$ cat config.mk
export PLATFORM = sky130hd
export DESIGN_NAME = sign_extend
export DESIGN_NICKNAME = d
export VERILOG_FILES = /design/src/rtl/sign_extend_pkg.sv /design/src/rtl/sign_extend_core.sv /design/src/rtl/sign_extend.sv
export SDC_FILE = /design/constraint.sdc
export NUM_CORES = 1
export LEC_CHECK = 0
export ABC_AREA = 1
export CAP_MARGIN = 20
export CORE_MARGIN = 2
export CORE_UTILIZATION = 37
export CTS_BUF_LIST = sky130_fd_sc_hd__clkbuf_16
export CTS_CLUSTER_DIAMETER = 120
export DETAILED_ROUTE_END_ITERATION = 6
export PLACE_DENSITY = 0.79
export SYNTH_ARGS = -nofsm -noshare
export SYNTH_HDL_FRONTEND = slang
export SYNTH_SLANG_ARGS = --single-unit
export TNS_END_PERCENT = 10
$ cat constraint.sdc
create_clock -name clk -period 1.6 [get_ports clk]
set_clock_uncertainty 0.2 [all_clocks]
set_input_delay 0.24 -clock clk [delete_from_list [all_inputs] [get_ports clk]]
set_output_delay 0.24 -clock clk [all_outputs]
set_load 0.05 [all_outputs]
$ cat src/rtl/sign_extend_pkg.sv
// Shared types and default widths for the immediate-extension unit.
package sign_extend_pkg;

  typedef enum logic [1:0] {
    EXT_SEXT   = 2'b00,
    EXT_ZEXT   = 2'b01,
    EXT_BRANCH = 2'b10,
    EXT_UPPER  = 2'b11
  } ext_mode_t;

  localparam int unsigned IMM_W = 16;
  localparam int unsigned XLEN  = 64;

endpackage

$ cat src/rtl/sign_extend_core.sv
// Combinational immediate extender: maps (imm, mode) to an OUT_W-bit value.
module sign_extend_core
  import sign_extend_pkg::*;
#(
  parameter int unsigned IN_W  = IMM_W,
  parameter int unsigned OUT_W = XLEN
) (
  input  logic [IN_W-1:0]  imm,
  input  ext_mode_t        mode,
  output logic [OUT_W-1:0] ext
);

  if (OUT_W < IN_W + 16) begin : g_width_check
    $error("sign_extend_core: OUT_W must be >= IN_W+16");
  end

  logic [OUT_W-1:0] sext;

  always_comb begin
    sext = {OUT_W{imm[IN_W-1]}};
    sext[IN_W-1:0] = imm;
  end

  // UPPER: fill with the immediate's MSB, then place {imm, 16'h0} in the low bits.
  always_comb begin
    ext = sext;
    unique case (mode)
      EXT_SEXT:   ext = sext;
      EXT_ZEXT: begin
        ext = '0;
        ext[IN_W-1:0] = imm;
      end
      EXT_BRANCH: ext = sext << 2;
      EXT_UPPER: begin
        ext = {OUT_W{imm[IN_W-1]}};
        ext[IN_W+15:0] = {imm, 16'h0000};
      end
      default:    ext = sext;
    endcase
  end

endmodule

$ cat src/rtl/sign_extend.sv
// Immediate-extension unit: combinational imm64 plus a registered, mode-selectable path.
// Optional saturating negative-capture counter enabled by SIGN_EXTEND_NEGCOUNT_EN.
module sign_extend
  import sign_extend_pkg::*;
#(
  parameter int unsigned IN_W  = IMM_W,
  parameter int unsigned OUT_W = XLEN
) (
  input  logic             clk,
  input  logic             rst_n,
  input  logic [IN_W-1:0]  imm16,
  output logic [OUT_W-1:0] imm64,
  input  logic             in_valid,
  input  logic [1:0]       ext_mode,
  output logic [OUT_W-1:0] imm_q,
  output logic             out_valid
`ifdef SIGN_EXTEND_NEGCOUNT_EN
  ,
  output logic [15:0]      neg_count
`endif
);

  logic [OUT_W-1:0] sel_ext;
  logic [OUT_W-1:0] imm_reg_d, imm_reg_q;
  logic             vld_d, vld_q;

  sign_extend_core #(.IN_W(IN_W), .OUT_W(OUT_W)) u_core_comb (
    .imm  (imm16),
    .mode (EXT_SEXT),
    .ext  (imm64)
  );

  sign_extend_core #(.IN_W(IN_W), .OUT_W(OUT_W)) u_core_reg (
    .imm  (imm16),
    .mode (ext_mode_t'(ext_mode)),
    .ext  (sel_ext)
  );

  always_comb begin
    imm_reg_d = imm_reg_q;
    vld_d     = in_valid;
    if (in_valid) imm_reg_d = sel_ext;
  end

  always_ff @(posedge clk or negedge rst_n) begin
    if (!rst_n) begin
      imm_reg_q <= '0;
      vld_q     <= 1'b0;
    end else begin
      imm_reg_q <= imm_reg_d;
      vld_q     <= vld_d;
    end
  end

  assign imm_q     = imm_reg_q;
  assign out_valid = vld_q;

`ifdef SIGN_EXTEND_NEGCOUNT_EN
  logic [15:0] neg_cnt_d, neg_cnt_q;

  always_comb begin
    neg_cnt_d = neg_cnt_q;
    if (in_valid && imm16[IN_W-1] && (neg_cnt_q != '1)) neg_cnt_d = neg_cnt_q + 16'd1;
  end

  always_ff @(posedge clk or negedge rst_n) begin
    if (!rst_n) neg_cnt_q <= '0;
    else        neg_cnt_q <= neg_cnt_d;
  end

  assign neg_count = neg_cnt_q;
`endif

endmodule

# After elaboration in Yosys (flattened, before gate mapping)
# Cells that the tools add are included.
[word_totals] register_bits=65 input_bits=21 output_inout_bits=129 wordCells=7
[op_classes] eq_ne=3 mux=1 reduce_logical=1
[op_table] operator="$pmux W64 S4" n=1
[op_table] operator="$eq A2 B2 Y1 const B" n=2
[op_table] operator="$eq A2 B1 Y1 const B" n=1
[op_table] operator="$logic_not A2 Y1" n=1

# Depth between registers and ports, before layout
# Gate-level depths: netlist of run 1.
[depth] depth_word=2 depth_mapped=7 depth_no_buf=5

# Modules after synthesis
# A second synthesis of run 1 with hierarchy kept.
[hier_totals] cells_unflattened=514 area_unflattened_um2=4018.9
[modules_own_cells] module="sign_extend" instances=1 cells_each=272 area_each_um2=2474.9
[modules_own_cells] module="sign_extend_core" instances=2 cells_each=121 area_each_um2=772.0

# Least setup slack after synthesis of run 1
# Ideal clock, no wire load.
[synth_timing] kind="register -> output" startpoint="register, netlist name imm_q[62]" endpoint="output port imm_q[32]" t_arrival_ns=1.433 path_slack_ns=-0.273 stages_incl_launch_ff=2 n_path_buf=1 cell_sequence="dfrtp_1 > buf_4"
[synth_rtl] item="end, declared" line="sign_extend.sv:15" source="output logic [OUT_W-1:0] imm_q,"

==> results of run 1 <==
==> worst max-delay path by stage <==
stage / depth (start not counted) / start / end / slack (ps)
2_1_floorplan: 1 / imm_q[62] / imm_q[32] / 100
3_3_place_gp: 3 / imm16[15] / imm64[16] / -250
3_5_place_dp: 6 / imm16[15] / imm_q[29] / -270
4_1_cts: 2 / imm_q[62] / imm_q[60] / -60
5_1_grt: 2 / imm_q[62] / imm_q[46] / -30
6_report: 2 / imm_q[62] / imm_q[63] / -1
==> what timing repair did <==
| action | CTS | global route |
|---|---|---|
| gates resized for setup | 6 | 0 |
| cloned | 2 | 1 |
| pin swaps | 0 | 1 |
| setup endpoints to repair | 82 | 38 |
==> cells by family (layout without fill, tap and decap cells) <==
| group | count (synthesis) | count (layout) | share of synthesized area |
|---|---|---|---|
| flops | 33 | 33 | 0.354 |
| buf+inv | 112 | 180 | 0.352 |
| simple gates | 138 | 138 | 0.277 |
| compound gates | 6 | 6 | 0.0161 |
==> through the flow <==
stage | cell area [µm²] | hold WS (ps) | power, µW
after floorplan | 2330 | -256 | 2360
after global placement | 4560 | 343 | 3480
after detailed placement | 4560 | 345 | 3510
after CTS | 4770 | 131 | 4440
after global routing | 4790 | 150 | 4560
final | 4790 | 124 | 4430
==> power by group through the flow <==
stage | sequential, µW | clock (µW) | combinational (µW)
finish | 1030 | 898 | 2500
global route | 1040 | 939 | 2580
CTS | 1030 | 907 | 2510
detailed placement | 1040 | 0 | 2480
global placement | 1030 | 0 | 2450
floorplan | 1310 | 0 | 1060
==> metal layers <==
layer / share of wire / wire (µm)
met5: 0 / 0
met4: 0.015 / 105
met3: 0.083 / 583
met2: 0.52 / 3700
met1: 0.38 / 2670
==> state kept, by name (all words and copies together) (netlist names) <==
signal / cells
imm_q: 32
out_valid: 1
==> layout make-up <==
type                    count  area share
multi-input cells         144       0.143
flip-flops and latches     33       0.173
inverters                   3     0.00235
clock inverters             3     0.00235
clock buffers               5      0.0261
well taps                  75      0.0196
repair buffers            169       0.634
==> placed cells by master (no fill, tap or decap) <==
cell and count:
nand2_2 1, buf_6 1, clkbuf_16 6, buf_12 131
nand3_1 42, buf_16 2, inv_2 1, nand2_1 43
bufbuf_16 1, nor2_1 28, a21oi_1 4, inv_1 5
buf_2 1, buf_4 13, nand2_4 1, clkdlybuf4s15_2 1
dfrtp_2 1, nor2_4 1, a22o_1 2, nor2_2 21
clkdlybuf4s50_1 18, dfrtp_1 32, nand3_2 1
==> flow_summary.json, run 1 <==
{
  "critPathLaunchType": "register",
  "syn-num-nets": 310,
  "antenna-diode-count": 0,
  "seq_power_share": 0.232,
  "synth_top_area_share": 0.354,
  "reg2regPathDepth": 1,
  "insertion_delay_ps": 280,
  "cts.sinks": 33,
  "syn_to_final_growth_pct": 106,
  "htreeDepth": 2,
  "dr.pass1.iters": 5,
  "period_share": 1.00,
  "io-pin-count": 150,
  "p_per_area_nw_per_um2": 924,
  "crit_buf_inv": 2,
  "min_path_type": "in -> async",
  "leakage_uw": 0.00223,
  "maxCapViolCount": 0,
  "cp_max_fo": 16,
  "synthMostInstantiatedCell": "buf_4",
  "rsz0062_at_grt": "yes",
  "finalWirelength_mm": 7.05,
  "cts_tree": "done",
  "yosys.area.top_type": "dfrtp_1",
  "clkTransAtPathRegs_ps": 50,
  "ir_drop_mv": 0.727,
  "internal_power_uw": 2620,
  "syn_avg_cell_area_um2": 8.07,
  "critical_path_required_ps": 1160,
  "fin_ws_ps": -1.34,
  "synth.distinct_cells": 18,
  "netlist_top_cells_area": "dfrtp_1 (35%), buf_4 (32%), nand3_1 (9.0%)",
  "fp-row-count": 28,
  "clkPwrFrac": 0.203,
  "post_cts_buffers": 0,
  "fin_util": 0.800,
  "arrival_ps": 1160,
  "fin_nets": 377,
  "power.switching_uw": 1810,
  "grt_use_met1": 0.232,
  "max-slew-margin-rel": 0.744,
  "drt-initial-drc-count": 47,
  "fill_cells": 311,
  "synth-edff-count": 0,
  "worstSetupEndpointType": "output pin",
  "grt_usage": 0.197,
  "fin_crit_ps": 1600,
  "final_antenna_net_count": 0,
  "vias_per_cell": 4.77,
  "gp_congestion": 0.755,
  "use_met2": 0.353,
  "fin_tns_setup_ps": -3.21,
  "p_sw_frac": 0.409,
  "clock.fmax_mhz": 624,
  "start_util": 0.389,
  "pwr-share-comb": 0.565,
  "worst_pin_slew_ps": 383,
  "placement.io_buffers": 149,
  "synth_cells": 289,
  "r2r_slack_ps": 640,
  "violations": "setup timing",
  "multiInputGateArea_um2": 684,
  "crit-reg2reg-launch": "imm_q[1]",
  "grt_pass1_vias": 1949,
  "fp.dieW_um": 83.4,
  "cts_buffer_depth": 2,
  "max_stage_delay_ps": 440,
  "cpMaxStageDelayCell": "dfrtp_2",
  "clockRootBuffer": "clkbuf_16",
  "synth-seq-cells": 33,
  "async_reset_ff_frac": 1.00,
  "core-area_um2": 5990,
  "ys.flop_type": "dfrtp_1",
  "worstSetupPathType": "reg -> out",
  "finalMaxSlewViolations": 0,
  "grt_pass1_wl_mm": 11.0,
  "regArea_um2": 827,
  "die-area_um2": 6950,
  "drt_drc_violations_left": 0,
  "vias": 2061,
  "path_cells": "clkbuf_16 -> buf_12",
  "outcome": "complete, but fails checks",
  "antenna_found_initial": 0,
  "dp_hpwl_mm": 5.21,
  "netlist_top_cells_count": "buf_4 (100), nand2_1 (43), nand3_1 (42)",
  "drt-wirelength-per-cell_um": 16.3,
  "setup_viol": 3,
  "r2r_end": "imm_q[1]",
  "overflow": 0,
  "yosysSeqAreaShare": 0.354,
  "hold_violations": 0,
  "stdcell_count": 432,
  "place_ws_ps": -271,
  "ys_warn_count": 0,
  "ctsHoldBuffers": 0,
  "dpl.cell_count": 421,
  "grt_max_degree": 34,
  "drive_above_1_share": 0.513,
  "cp_top_family": "flip-flops",
  "gr-max-usage-layer": "met2",
  "die_h_um": 83.4,
  "numCtsBuffers": 5,
  "syn_area_um2": 2330,
  "grtUsageMet3": 0.0547
}
(Power assumes the default switching activity.)
==> run 2: changes to the inputs <==
--- a/config.mk
+++ b/config.mk
@@ -7,12 +7,14 @@
 export LEC_CHECK = 0
 export ABC_AREA = 1
 export CAP_MARGIN = 20
+export CORE_ASPECT_RATIO = 0.8
 export CORE_MARGIN = 2
-export CORE_UTILIZATION = 37
+export CORE_UTILIZATION = 45
 export CTS_BUF_LIST = sky130_fd_sc_hd__clkbuf_16
 export CTS_CLUSTER_DIAMETER = 120
 export DETAILED_ROUTE_END_ITERATION = 6
-export PLACE_DENSITY = 0.79
+export DONT_BUFFER_PORTS = 1
+export PLACE_DENSITY = 0.57
 export SYNTH_ARGS = -nofsm -noshare
 export SYNTH_HDL_FRONTEND = slang
 export SYNTH_SLANG_ARGS = --single-unit
==> run 2 against run 1 <==
Net effect:
- the run still ends with setup timing left
- power shrank 36%
- largest cell class is now registers
- critical path type unchanged
- largest power group is now registers
- register-to-register slack lost 220 ps
- final cell count shrank 36%
- critical endpoint is now imm_q[33]
==> flow_summary.json, run 2 (synthesized netlist as in run 1, its figures left out) <==
{
  "dp_hpwl_mm": 2.80,
  "die-area_um2": 5780,
  "violations": "setup timing",
  "cpMostUsedCell": "buf_16",
  "outcome": "complete, but fails checks",
  "fin_util": 0.417,
  "internal_power_uw": 1640,
  "drt_drc_violations_left": 0,
  "r2r_slack_ps": 420,
  "crit-reg2reg-launch": "imm_q[0]",
  "startpoint": "imm_q[62]",
  "endpoint": "imm_q[33]",
  "cts_tree": "done",
  "p_sw_frac": 0.422,
  "fin_ws_ps": -848,
  "pwr-share-comb": 0.235,
  "leakage_uw": 0.000949,
  "grt_usage": 0.171,
  "largest_reg_flops": 32,
  "drt-wirelength-per-cell_um": 17.1,
  "dr.pass1.iters": 4,
  "grt_pass1_wl_mm": 7.55,
  "cp_top_family": "buffers and inverters",
  "final_antenna_net_count": 0,
  "finalInstanceArea_um2": 2090,
  "cts_buffer_depth": 2,
  "cts.sinks": 33,
  "fin_crit_ps": 2450,
  "dpl.cell_count": 249,
  "path_cells": "buf_16 -> buf_16",
  "cp_max_fo": 21,
  "r2r_end": "imm_q[0]",
  "gp_congestion": 0.700,
  "hold_violations": 0,
  "post_cts_buffers": 0,
  "power.switching_uw": 1200,
  "maxCapViolCount": 0,
  "die_h_um": 68.4,
  "overflow": 0,
  "finalWirelength_mm": 4.76,
  "cpMaxStageDelayCell": "buf_16",
  "numCtsBuffers": 5,
  "min_path_type": "in -> reg",
  "critPathLaunchType": "register",
  "vias_per_cell": 5.15,
  "place_ws_ps": -619,
  "insertion_delay_ps": 270,
  "critical_path_required_ps": 1160,
  "layout_common_cells": "nand2_1 (43), nand3_1 (42), dfrtp_1 (32), nor2_1 (28)",
  "fp.dieW_um": 84.5,
  "worstSetupEndpointType": "output pin",
  "stdcell_count": 278,
  "htreeDepth": 2,
  "p_total_uw": 2840,
  "worst_pin_slew_ps": 981,
  "reg2regPathDepth": 1,
  "fp-row-count": 23,
  "placement.io_buffers": 0,
  "fin_nets": 237,
  "core-area_um2": 5010,
  "rsz0062_at_grt": "yes",
  "ir_drop_mv": 1.14,
  "grt_pass1_vias": 1436,
  "clock.fmax_mhz": 409,
  "antenna_found_initial": 0,
  "period_share": 1.53,
  "clkPwrFrac": 0.311,
  "setup_viol": 30,
  "vias": 1433,
  "drive_above_1_share": 0.194,
  "clkTransAtPathRegs_ps": 60,
  "grt_max_degree": 52,
  "finalMaxSlewViolations": 0,
  "place_area_um2": 1700,
  "crit_buf_inv": 2,
  "drt-initial-drc-count": 83,
  "antenna-diode-count": 0,
  "max-slew-margin-rel": 0.346,
  "crit_cells": 2,
  "clockRootBuffer": "clkbuf_16",
  "final_common_cell": "nand2_1",
  "worstSetupPathType": "reg -> out",
  "p_per_area_nw_per_um2": 1360,
  "syn_to_final_growth_pct": -10.5,
  "start_util": 0.466,
  "seq_power_share": 0.455,
  "arrival_ps": 2010,
  "io-pin-count": 150,
  "max_stage_delay_ps": 750
}
[run 2: cell count changes in the layout (fill, tap and decap cells not counted), sizes merged, moves of 2 or more]
cell | before | now
dlygate4sd3 | 0 | 20
buf | 148 | 9
inv | 6 | 4
clkdlybuf4s50 | 18 | 0
[run 2: metal layers]
metal,vias up,wire length (µm),track usage
met3,4,459,0.0567
met1,681,2120,0.226
li1,670,-,-
met5,-,0,0
met2,78,2130,0.266
met4,0,55,0.0595
[run 2: worst min-delay path by stage]
stage | to | depth (start not counted) | from
after floorplan | imm_q[0] | 0 | rst_n
after global routing | imm_q[2] | 3 | ext_mode[1]
after detailed placement | imm_q[18] | 0 | rst_n
final | imm_q[2] | 3 | ext_mode[1]
after CTS | imm_q[16] | 4 | ext_mode[0]
after global placement | imm_q[18] | 0 | rst_n
[run 2: timing repair]
item	in CTS	in global routing
setup endpoints to repair	30	31
hold buffers	22	0
endpoints found under the hold margin	66	0
gates resized for setup	1	1
[run 2: layout make-up]
type	instances	area [µm²]
fill	533	2920
sequential	33	830
multi-input combinational	144	689
timing repair buffer	29	345
clock buffer	5	125
tap	62	77.6
inverter	3	11.3
clock inverter	2	8.76
[run 2: power groups by stage]
stage | clock, µW | sequential, µW | combinational (µW)
5_1_grt | 946 | 1300 | 716
6_report | 881 | 1290 | 666
2_1_floorplan | 0 | 1310 | 1060
3_3_place_gp | 0 | 1300 | 567
4_1_cts | 914 | 1290 | 671
3_5_place_dp | 0 | 1300 | 571
[run 2: per-stage QoR]
stage | TNS, ps | hold WS (ps)
final | -15100 | 12.0
after global routing | -16440 | 31.6
after CTS | -15430 | 7.32
after detailed placement | -8170 | -255
after global placement | -8160 | -255
after floorplan | 0 | -256
[run 2: worst min-delay path, stage by stage]
cell	delay (ps)
nor2_4	60
nand2_1	70
nand3_1	60
==> run 3: changes to the inputs <==
--- a/config.mk
+++ b/config.mk
@@ -5,7 +5,6 @@
 export SDC_FILE = /design/constraint.sdc
 export NUM_CORES = 1
 export LEC_CHECK = 0
-export ABC_AREA = 1
 export CAP_MARGIN = 20
 export CORE_ASPECT_RATIO = 0.8
 export CORE_MARGIN = 2
==> run 3 against run 2 <==
Net effect:
- largest cell class unchanged
- largest power group unchanged
- clock power grew 0.7%
- final cell count fell by 7.9%
- via count is 6.1% lower
- clock-buffer cell count did not move
- area after synthesis down 3.9%
- the run still ends with setup timing left
- synthesized cell count decreased by 11%
- first-iteration DRC count fell by 23%
- critical endpoint is now imm_q[54]
- non-clock buffer count increased by 10
==> flow_summary.json, run 3 <==
{
  "placement.io_buffers": 0,
  "synth-seq-cells": 33,
  "endpoint": "imm_q[54]",
  "use_met2": 0.280,
  "ys_warn_count": 0,
  "critical_path_required_ps": 1160,
  "power.switching_uw": 1140,
  "finalInstanceArea_um2": 2100,
  "dr.pass1.iters": 4,
  "worstSetupEndpointType": "output pin",
  "gp_congestion": 0.725,
  "max-slew-margin-rel": 0.664,
  "largest_reg_flops": 32,
  "grt_usage": 0.169,
  "antenna_found_initial": 0,
  "crit_cells": 1,
  "reg2regPathDepth": 2,
  "setup_viol": 10,
  "cts.sinks": 33,
  "ys.flop_type": "dfrtp_1",
  "vias_per_cell": 5.26,
  "cp_max_fo": 10,
  "grt_use_met1": 0.208,
  "numCtsBuffers": 5,
  "fin_nets": 216,
  "htreeDepth": 2,
  "max_stage_delay_ps": 450,
  "netlist_top_cells_count": "buf_4 (97), dfrtp_1 (33), a21oi_1 (32)",
  "grt_max_degree": 53,
  "yosysSeqAreaShare": 0.368,
  "drt_drc_violations_left": 0,
  "fin_util": 0.449,
  "yosys.area.top_type": "dfrtp_1",
  "worst_pin_slew_ps": 503,
  "drive_above_1_share": 0.204,
  "die_h_um": 67.1,
  "syn-num-nets": 277,
  "outcome": "complete, but fails checks",
  "vias": 1346,
  "syn_to_final_growth_pct": -6.36,
  "critPathLaunchType": "register",
  "rsz0062_at_grt": "yes",
  "synth-edff-count": 0,
  "drt-wirelength-per-cell_um": 17.5,
  "period_share": 1.01,
  "insertion_delay_ps": 270,
  "fp-row-count": 22,
  "grt_pass1_vias": 1356,
  "leakage_uw": 0.000906,
  "io-pin-count": 150,
  "final_antenna_net_count": 0,
  "grt_pass1_wl_mm": 7.29,
  "drt-initial-drc-count": 64,
  "cts_buffer_depth": 2,
  "synth.distinct_cells": 22,
  "whs_ps": 2.35,
  "pwr-share-comb": 0.234,
  "hold_violations": 0,
  "syn_area_um2": 2240,
  "synth_cells": 256,
  "cpMaxStageDelayCell": "dfrtp_4",
  "clock.fmax_mhz": 617,
  "layout_common_cells": "a21oi_1 (32), dfrtp_1 (32), nor2_1 (29), dlygate4sd3_1 (19), nand2_1 (14)",
  "cts_tree": "done",
  "clkPwrFrac": 0.314,
  "p_per_area_nw_per_um2": 1340,
  "fin_tns_setup_ps": -200,
  "async_reset_ff_frac": 1.00,
  "netlist_top_cells_area": "dfrtp_1 (37%), buf_4 (32%), a21oi_1 (7.1%)",
  "seq_power_share": 0.452,
  "syn_avg_cell_area_um2": 8.76,
  "startpoint": "imm_q[62]",
  "place_area_um2": 1710,
  "start_util": 0.479,
  "grtUsageMet3": 0.0672,
  "die-area_um2": 5570,
  "arrival_ps": 1180,
  "p_total_uw": 2820,
  "path_cells": "buf_16",
  "synth_top_area_share": 0.368,
  "maxCapViolCount": 0,
  "synthMostInstantiatedCell": "buf_4",
  "fin_crit_ps": 1620,
  "crit-reg2reg-launch": "imm_q[16]",
  "gr-max-usage-layer": "met2",
  "crit_buf_inv": 1,
  "r2r_end": "imm_q[16]",
  "clkTransAtPathRegs_ps": 50,
  "core-area_um2": 4680,
  "overflow": 0,
  "clockRootBuffer": "clkbuf_16",
  "finalWirelength_mm": 4.47,
  "r2r_slack_ps": 430,
  "p_sw_frac": 0.406,
  "fin_ws_ps": -21.9,
  "fill_cells": 459,
  "antenna-diode-count": 0,
  "fp.dieW_um": 82.9,
  "min_path_type": "in -> reg",
  "finalMaxSlewViolations": 0,
  "worstSetupPathType": "reg -> out",
  "dp_hpwl_mm": 2.82,
  "cp_top_family": "flip-flops",
  "ir_drop_mv": 0.723,
  "violations": "setup timing",
  "internal_power_uw": 1680
}
==> run 3: final cells by class <==
| type | instances | area, µm² | area share |
|---|---|---|---|
| clock buffers | 5 | 125 | 0.0596 |
| clock inverters | 3 | 12.5 | 0.00596 |
| inverters | 4 | 15.0 | 0.00715 |
| multi-input cells | 112 | 608 | 0.290 |
| flip-flops and latches | 33 | 830 | 0.395 |
| well taps | 60 | 75.1 | 0.0358 |
| repair buffers | 39 | 434 | 0.207 |
==> run 3: power by group through the flow <==
stage,clock network (µW),logic [µW],registers [µW]
after global routing,956,700,1290
final,887,660,1280
after floorplan,0,990,1290
after global placement,0,553,1290
after detailed placement,0,561,1290
after CTS,898,658,1280
==> run 3: per-stage QoR <==
| step | std cells | setup WS [ps] |
|---|---|---|
| final | 256 | -21.9 |
| after global routing | 256 | -51.0 |
| after CTS | 256 | -24.8 |
| after detailed placement | 226 | 239 |
| after global placement | 226 | 245 |
| after floorplan | 256 | 96.3 |
==> run 3: timing repair <==
action / CTS / global route
hold buffers: 21 / 0
hold endpoints to repair: 66 / 0
setup buffers: 1 / 0
resized for setup: 0 / 3
setup endpoints to repair: 26 / 30
==> run 3: how the worst min path moves through the flow <==
stage               cells past startpoint         to      from
CTS                                     2   imm_q[7]  imm16[5]
detailed placement                      0  imm_q[23]     rst_n
global route                            2  imm_q[11]  imm16[9]
global placement                        0  imm_q[23]     rst_n
floorplan                               0   imm_q[0]     rst_n
finish                                  2   imm_q[7]  imm16[5]
==> run 3: cell families after synthesis <==
kind of cell	Yosys count	synth area share
flops	33	0.368
buf+inv	111	0.360
compound gates	49	0.134
simple gates	63	0.137
==> run 3: layer usage <==
layer  routed length, µm  share of wire  vias up
met5                   0              0        -
met4                  38         0.0085        0
met3                 423          0.095        7
met2                2120           0.48       78
met1                1880           0.42      657
li1                    -              -      604
